### config.mk
export PLATFORM = sky130hd
export DESIGN_NAME = wb_ctrl
export DESIGN_NICKNAME = d
export VERILOG_FILES = /design/src/rtl/wb_ctrl_pkg.sv /design/src/rtl/wb_ctrl_load_extend.sv /design/src/rtl/wb_ctrl.sv
export SDC_FILE = /design/constraint.sdc
export NUM_CORES = 1
export LEC_CHECK = 0
export ABC_AREA = 1
export CAP_MARGIN = 10
export CORE_ASPECT_RATIO = 1.25
export CORE_MARGIN = 1.5
export CORE_UTILIZATION = 40
export DETAILED_ROUTE_END_ITERATION = 10
export PLACE_DENSITY = 0.78
export SYNTH_ARGS = -nofsm -noshare
export SYNTH_HDL_FRONTEND = slang
export SYNTH_SLANG_ARGS = --single-unit
### constraint.sdc
create_clock -name clk -period 3.2 [get_ports clk]
set_input_delay 0.64 -clock clk [delete_from_list [all_inputs] [get_ports clk]]
set_output_delay 0.64 -clock clk [all_outputs]
set_load 0.05 [all_outputs]
### src/rtl/wb_ctrl_pkg.sv
// Shared constants for the writeback controller: widths, load funct3
// encodings and the controller state type.
package wb_ctrl_pkg;

    localparam int DEF_CPU_WIDTH      = 64;
    localparam int DEF_REG_ADDR_WIDTH = 5;

    localparam logic [2:0] F3_LB  = 3'b000;
    localparam logic [2:0] F3_LH  = 3'b001;
    localparam logic [2:0] F3_LW  = 3'b010;
    localparam logic [2:0] F3_LD  = 3'b011;
    localparam logic [2:0] F3_LBU = 3'b100;
    localparam logic [2:0] F3_LHU = 3'b101;
    localparam logic [2:0] F3_LWU = 3'b110;

    typedef enum logic {
        ST_IDLE      = 1'b0,
        ST_WAIT_LOAD = 1'b1
    } wb_state_e;

endpackage

### src/rtl/wb_ctrl_load_extend.sv
// load_extend: combinational byte/half/word extraction from an aligned
// doubleword plus sign/zero extension and an alignment check.
// Ports: dword_i (memory doubleword), type_i (load funct3),
//        addr_lo_i (address bits [2:0]) -> data_o (extended), aligned_o.
module load_extend
    import wb_ctrl_pkg::*;
#(
    parameter int W = DEF_CPU_WIDTH
) (
    input  logic [W-1:0] dword_i,
    input  logic [2:0]   type_i,
    input  logic [2:0]   addr_lo_i,
    output logic [W-1:0] data_o,
    output logic         aligned_o
);

    logic [W-1:0] shifted;

    // Bring the addressed byte lane down to bit 0.
    assign shifted = dword_i >> {addr_lo_i, 3'b000};

    always_comb begin
        data_o    = shifted;
        aligned_o = (addr_lo_i == 3'b000);
        unique case (type_i)
            F3_LB: begin
                data_o    = {{(W-8){shifted[7]}}, shifted[7:0]};
                aligned_o = 1'b1;
            end
            F3_LBU: begin
                data_o    = {{(W-8){1'b0}}, shifted[7:0]};
                aligned_o = 1'b1;
            end
            F3_LH: begin
                data_o    = {{(W-16){shifted[15]}}, shifted[15:0]};
                aligned_o = ~addr_lo_i[0];
            end
            F3_LHU: begin
                data_o    = {{(W-16){1'b0}}, shifted[15:0]};
                aligned_o = ~addr_lo_i[0];
            end
            F3_LW: begin
                data_o    = {{(W-32){shifted[31]}}, shifted[31:0]};
                aligned_o = (addr_lo_i[1:0] == 2'b00);
            end
            F3_LWU: begin
                data_o    = {{(W-32){1'b0}}, shifted[31:0]};
                aligned_o = (addr_lo_i[1:0] == 2'b00);
            end
            // LD and the unused 111 encoding pass the doubleword through.
            default: begin
                data_o    = shifted;
                aligned_o = (addr_lo_i == 3'b000);
            end
        endcase
    end

endmodule

### src/rtl/wb_ctrl.sv
// wb_ctrl: writeback controller between execute/LSU and the register file.
// Ports: ex_* retiring-instruction handshake, mem_rvalid/mem_rdata load
//        response, rs1/rs2_addr from decode -> load_hazard, reg_* write port,
//        err_misalign (pulse), err_unexp_rsp (sticky).
module wb_ctrl
    import wb_ctrl_pkg::*;
#(
    parameter int CPU_WIDTH      = DEF_CPU_WIDTH,
    parameter int REG_ADDR_WIDTH = DEF_REG_ADDR_WIDTH
) (
    input  logic                      clk,
    input  logic                      rst_n,
    input  logic                      ex_valid,
    output logic                      ex_ready,
    input  logic                      ex_wen,
    input  logic [REG_ADDR_WIDTH-1:0] ex_rd,
    input  logic [CPU_WIDTH-1:0]      ex_result,
    input  logic                      ex_is_load,
    input  logic [2:0]                ex_load_type,
    input  logic [2:0]                ex_addr_lo,
    input  logic                      mem_rvalid,
    input  logic [CPU_WIDTH-1:0]      mem_rdata,
    input  logic [REG_ADDR_WIDTH-1:0] rs1_addr,
    input  logic [REG_ADDR_WIDTH-1:0] rs2_addr,
    output logic                      load_hazard,
    output logic                      reg_wen,
    output logic [REG_ADDR_WIDTH-1:0] reg_waddr,
    output logic [CPU_WIDTH-1:0]      reg_wdata,
    output logic [7:0]                wmask,
    output logic                      err_misalign,
    output logic                      err_unexp_rsp
);

    wb_state_e                 state_q,     state_d;
    logic [REG_ADDR_WIDTH-1:0] ld_rd_q,     ld_rd_d;
    logic [2:0]                ld_type_q,   ld_type_d;
    logic [2:0]                ld_addr_q,   ld_addr_d;
    logic                      ld_wen_q,    ld_wen_d;
    logic                      reg_wen_q,   reg_wen_d;
    logic [REG_ADDR_WIDTH-1:0] reg_waddr_q, reg_waddr_d;
    logic [CPU_WIDTH-1:0]      reg_wdata_q, reg_wdata_d;
    logic                      err_mis_q,   err_mis_d;
    logic                      err_unexp_q, err_unexp_d;

    logic                 waiting;
    logic                 accept;
    logic [2:0]           ext_type;
    logic [2:0]           ext_addr;
    logic [CPU_WIDTH-1:0] ext_data;
    logic                 ext_aligned;

    assign waiting = (state_q == ST_WAIT_LOAD);
    assign accept  = ex_valid & ~waiting;

    // One extender serves both phases: while idle it checks the incoming
    // load's alignment, while waiting it formats the response.
    assign ext_type = waiting ? ld_type_q : ex_load_type;
    assign ext_addr = waiting ? ld_addr_q : ex_addr_lo;

    load_extend #(
        .W(CPU_WIDTH)
    ) u_ext (
        .dword_i   (mem_rdata),
        .type_i    (ext_type),
        .addr_lo_i (ext_addr),
        .data_o    (ext_data),
        .aligned_o (ext_aligned)
    );

    always_comb begin
        state_d     = state_q;
        ld_rd_d     = ld_rd_q;
        ld_type_d   = ld_type_q;
        ld_addr_d   = ld_addr_q;
        ld_wen_d    = ld_wen_q;
        reg_wen_d   = 1'b0;
        reg_waddr_d = reg_waddr_q;
        reg_wdata_d = reg_wdata_q;
        err_mis_d   = 1'b0;
        err_unexp_d = err_unexp_q;
        unique case (state_q)
            ST_IDLE: begin
                if (mem_rvalid) begin
                    err_unexp_d = 1'b1;
                end
                if (accept && ex_is_load) begin
                    state_d   = ST_WAIT_LOAD;
                    ld_rd_d   = ex_rd;
                    ld_type_d = ex_load_type;
                    ld_addr_d = ex_addr_lo;
                    ld_wen_d  = ex_wen & (|ex_rd) & ext_aligned;
                    err_mis_d = ~ext_aligned;
                end else if (accept) begin
                    reg_wen_d   = ex_wen & (|ex_rd);
                    reg_waddr_d = ex_rd;
                    reg_wdata_d = ex_result;
                end
            end
            ST_WAIT_LOAD: begin
                if (mem_rvalid) begin
                    state_d     = ST_IDLE;
                    reg_wen_d   = ld_wen_q;
                    reg_waddr_d = ld_rd_q;
                    reg_wdata_d = ext_data;
                end
            end
            default: state_d = ST_IDLE;
        endcase
    end

    always_ff @(posedge clk or negedge rst_n) begin
        if (!rst_n) begin
            state_q     <= ST_IDLE;
            ld_rd_q     <= '0;
            ld_type_q   <= '0;
            ld_addr_q   <= '0;
            ld_wen_q    <= 1'b0;
            reg_wen_q   <= 1'b0;
            reg_waddr_q <= '0;
            reg_wdata_q <= '0;
            err_mis_q   <= 1'b0;
            err_unexp_q <= 1'b0;
        end else begin
            state_q     <= state_d;
            ld_rd_q     <= ld_rd_d;
            ld_type_q   <= ld_type_d;
            ld_addr_q   <= ld_addr_d;
            ld_wen_q    <= ld_wen_d;
            reg_wen_q   <= reg_wen_d;
            reg_waddr_q <= reg_waddr_d;
            reg_wdata_q <= reg_wdata_d;
            err_mis_q   <= err_mis_d;
            err_unexp_q <= err_unexp_d;
        end
    end

    // ld_wen_q is already zero for x0 and misaligned loads.
    assign load_hazard   = waiting & ld_wen_q &
                           ((rs1_addr == ld_rd_q) | (rs2_addr == ld_rd_q));
    assign ex_ready      = ~waiting;
    assign reg_wen       = reg_wen_q;
    assign reg_waddr     = reg_waddr_q;
    assign reg_wdata     = reg_wdata_q;
    assign wmask         = reg_wen_q ? 8'hFF : 8'h00;
    assign err_misalign  = err_mis_q;
    assign err_unexp_rsp = err_unexp_q;

endmodule

==> metrics.yaml <==
worst-setup-path-type: "reg2reg"
timing.fmax_mhz: 357
fin_tns_setup_ps: 0
synth.distinct_cells: 40
fin_crit_sh_pct: 87.4
grt_pass1_vias: 7444
grt_antenna_before_repair: 0
crit_path_start_kind: "register"
critPathMaxFanout: 28
design.die.area_um2: 18000
fp.dieH_um: 150
stdcell_count: 1527
nNetsFinal: 1457
power.leakage_nw: 4.59
hp-class: "in2async"
root_buffer: "clkbuf_16"
r2r_start: "state_q"
slowest_delay_ps: 640
place_area_um2: 9250
gp_congestion: 1.01
rsz0062_at_grt: "no"
holdBufCountCts: 0
multi_input_area_um2: 4030
synth_edf_count: 0
postCtsSetupRepairBufs: 0
clockBufferDepth: 2
cts_buffers: 9
maxCapViolCount: 0
cts.reportedPaths.clkPinSlew_ps: 70
seq_area_um2: 2130
drc: 0
portBuffers: 236
ir_drop_mv: 0.291
grt_pass1_wl_um: 40300
dpl.hpwl_um: 19600
wl_per_cell_um: 17.2
startpoint: "state_q"
antenna_cells: 0
start_util_pct: 40.9
max-slew-margin-rel_pct: 50.3
syn-cell-area_um2: 6890
finalCriticalPeriod_ps: 2800
viasPerCell: 5.36
whs_ps: 323
design_area_um2: 9530
ant_nets: 0
maxSlewViolCount: 0
grt_max_degree: 106
async_reset_ff_share_pct: 100
grt_overflow: 0
crit_chain: "inv_2 -> buf_4 -> nand2_1 -> nand2_1 -> nand2_1 -> nor2_4 -> inv_1 -> nor2_1 -> nor2_1 -> nand4_1 -> nand2_1 -> nand2_1"
rows: 53
cts_tree: "done"
cts_resized: 0
drtPass1Iterations: 7
tightest_slew_ps: 745
dp.cells: 1511
synthCells: 1119
core_um2: 16800
syn_nets: 1274
yosysSeqAreaShare_pct: 30.9
h-tree-depth: 3
endpoint_kind: "register"
numClockSinks: 85
post-route-util_pct: 56.6
die_w_um: 120
fin_skew_ps: 6.66
drt_iter0_drc: 874
setup_violations: 0
fill_cells: 1664
synth-main-ff-cell: "dfrtp_1"
ios: 237
hold_viol: 0
synth_area_per_cell_um2: 6.16
cp.arrival_ps: 3090
ys_ff_latch: 85
status: "complete, no violations"
num_vias: 8181
drt-total-wl_um: 26200
clock_latency_ps: 350
grt.total_usage_pct: 28.7
powerDensity_nw_per_um2: 607
syn_to_final_growth_pct: 38.3
ys_warn_count: 0
cp.required_ps: 3490
drive_gt1_share_pct: 5.97
critical_path_buf_inv_count: 3
cpLargestDelayFamily: "simple AND/OR/NAND/NOR gates"
cp_slowest_cell: "dfrtp_4"
crit_top_cell: "nand2_1"
cell usage after synthesis, types with 2 or more instances:
| cell | n | share of area, % |
|---|---|---|
| o211ai_1 | 14 | 1.5 |
| buf_1 | 7 | 0.38 |
| xor2_1 | 3 | 0.38 |
| xnor2_1 | 4 | 0.51 |
| inv_1 | 62 | 3.4 |
| a21oi_1 | 39 | 2.8 |
| nand2_4 | 5 | 0.82 |
| dfrtp_1 | 85 | 31 |
| o21ai_2 | 10 | 1.3 |
| buf_2 | 25 | 1.8 |
| o22ai_1 | 2 | 0.18 |
| clkbuf_1 | 26 | 1.4 |
| o21ai_1 | 8 | 0.58 |
| nor2_1 | 144 | 7.8 |
| nand3_2 | 2 | 0.29 |
| nand2_1 | 401 | 22 |
| nor3_1 | 2 | 0.15 |
| a31oi_1 | 13 | 1.2 |
| nor2_4 | 2 | 0.33 |
| o21ai_0 | 19 | 1.4 |
| nand4_1 | 33 | 3.0 |
| nand2_2 | 6 | 0.54 |
| and2_1 | 4 | 0.36 |
| nand3_1 | 160 | 12 |
| inv_2 | 3 | 0.16 |
| buf_4 | 19 | 2.1 |
| buf_6 | 8 | 1.3 |
path summary, 6_finish.rpt:
| path | to | slack [ps] | depth (start not counted) |
|---|---|---|---|
| max | reg_wdata[63] | 400 | 12 |
| min | reg_wdata[43] | 320 | 1 |
| max reg2reg | reg_wdata[63] | 400 | 12 |
| min reg2reg | err_unexp_rsp | 460 | 1 |
| max in group asynchronous | reg_wdata[37] | 2080 | 2 |
| min in group clk | err_unexp_rsp | 460 | 1 |
power breakdown:
part / total (mW) / switching [mW] / internal (mW)
Clock: 1.03 / 0.474 / 0.553
Combinational: 3.22 / 2.15 / 1.07
Sequential: 1.54 / 0.193 / 1.35
metal layers:
layer | vias up | GRT usage, % | share of wire [%]
li1 | 3986 | - | -
met1 | 3682 | 39.2 | 42
met2 | 440 | 43.5 | 46
met3 | 73 | 5.37 | 8.4
met4 | 0 | 14.2 | 4.4
met5 | - | 0 | 0
stage by stage:
stage | setup slack [ps] | power [mW]
after floorplan | 694 | 3.64
after global placement | 320 | 4.71
after detailed placement | 256 | 4.75
after CTS | 431 | 5.79
after global routing | 135 | 6.09
final | 402 | 5.79
layout by cell type (no fill, tap or decap), types with 2 or more instances in the layout:
cell             synthesis  final
a21oi_1                 39     39
a31oi_1                 13     13
and2_1                   4      4
buf_12                   0      3
buf_4                   19     21
clkbuf_16                0      9
clkdlybuf4s50_1          0    233
clkinv_2                 0      2
clkinv_4                 0      3
dfrtp_1                 85     84
inv_1                   62     61
inv_2                    3      3
nand2_1                401    401
nand2_2                  6      6
nand2_4                  5      5
nand3_1                160    160
nand3_2                  2      2
nand4_1                 33     33
nor2_1                 144    144
nor2_4                   2      2
nor3_1                   2      2
o211ai_1                14     14
o21ai_0                 19     19
o21ai_1                  8      7
o21ai_2                 10     11
o22ai_1                  2      2
xnor2_1                  4      4
xor2_1                   3      3
layout make-up:
class | count | area share [%]
Multi-Input combinational cell | 882 | 42.3
Timing Repair Buffer | 257 | 26.8
Sequential cell | 85 | 22.4
Tap cell | 220 | 2.89
Inverter | 67 | 2.68
Clock buffer | 10 | 2.51
Clock inverter | 6 | 0.499
registers in the layout (all words and copies together) (netlist names):
register       flops
reg_wdata         64
reg_waddr          5
state_q            1
err_misalign       1
reg_wen            1
ld_addr_q          3
err_unexp_rsp      1
ld_wen_q           1
ld_type_q          3
ld_rd_q            5
logic make-up after synthesis:
kind of cell	after synthesis	synth area share, %
compound gates	109	9.53
xor+xnor	7	0.889
flops	85	30.9
buf+inv	152	10.7
simple gates	766	48.0
Power figures use the tool's default switching activity.
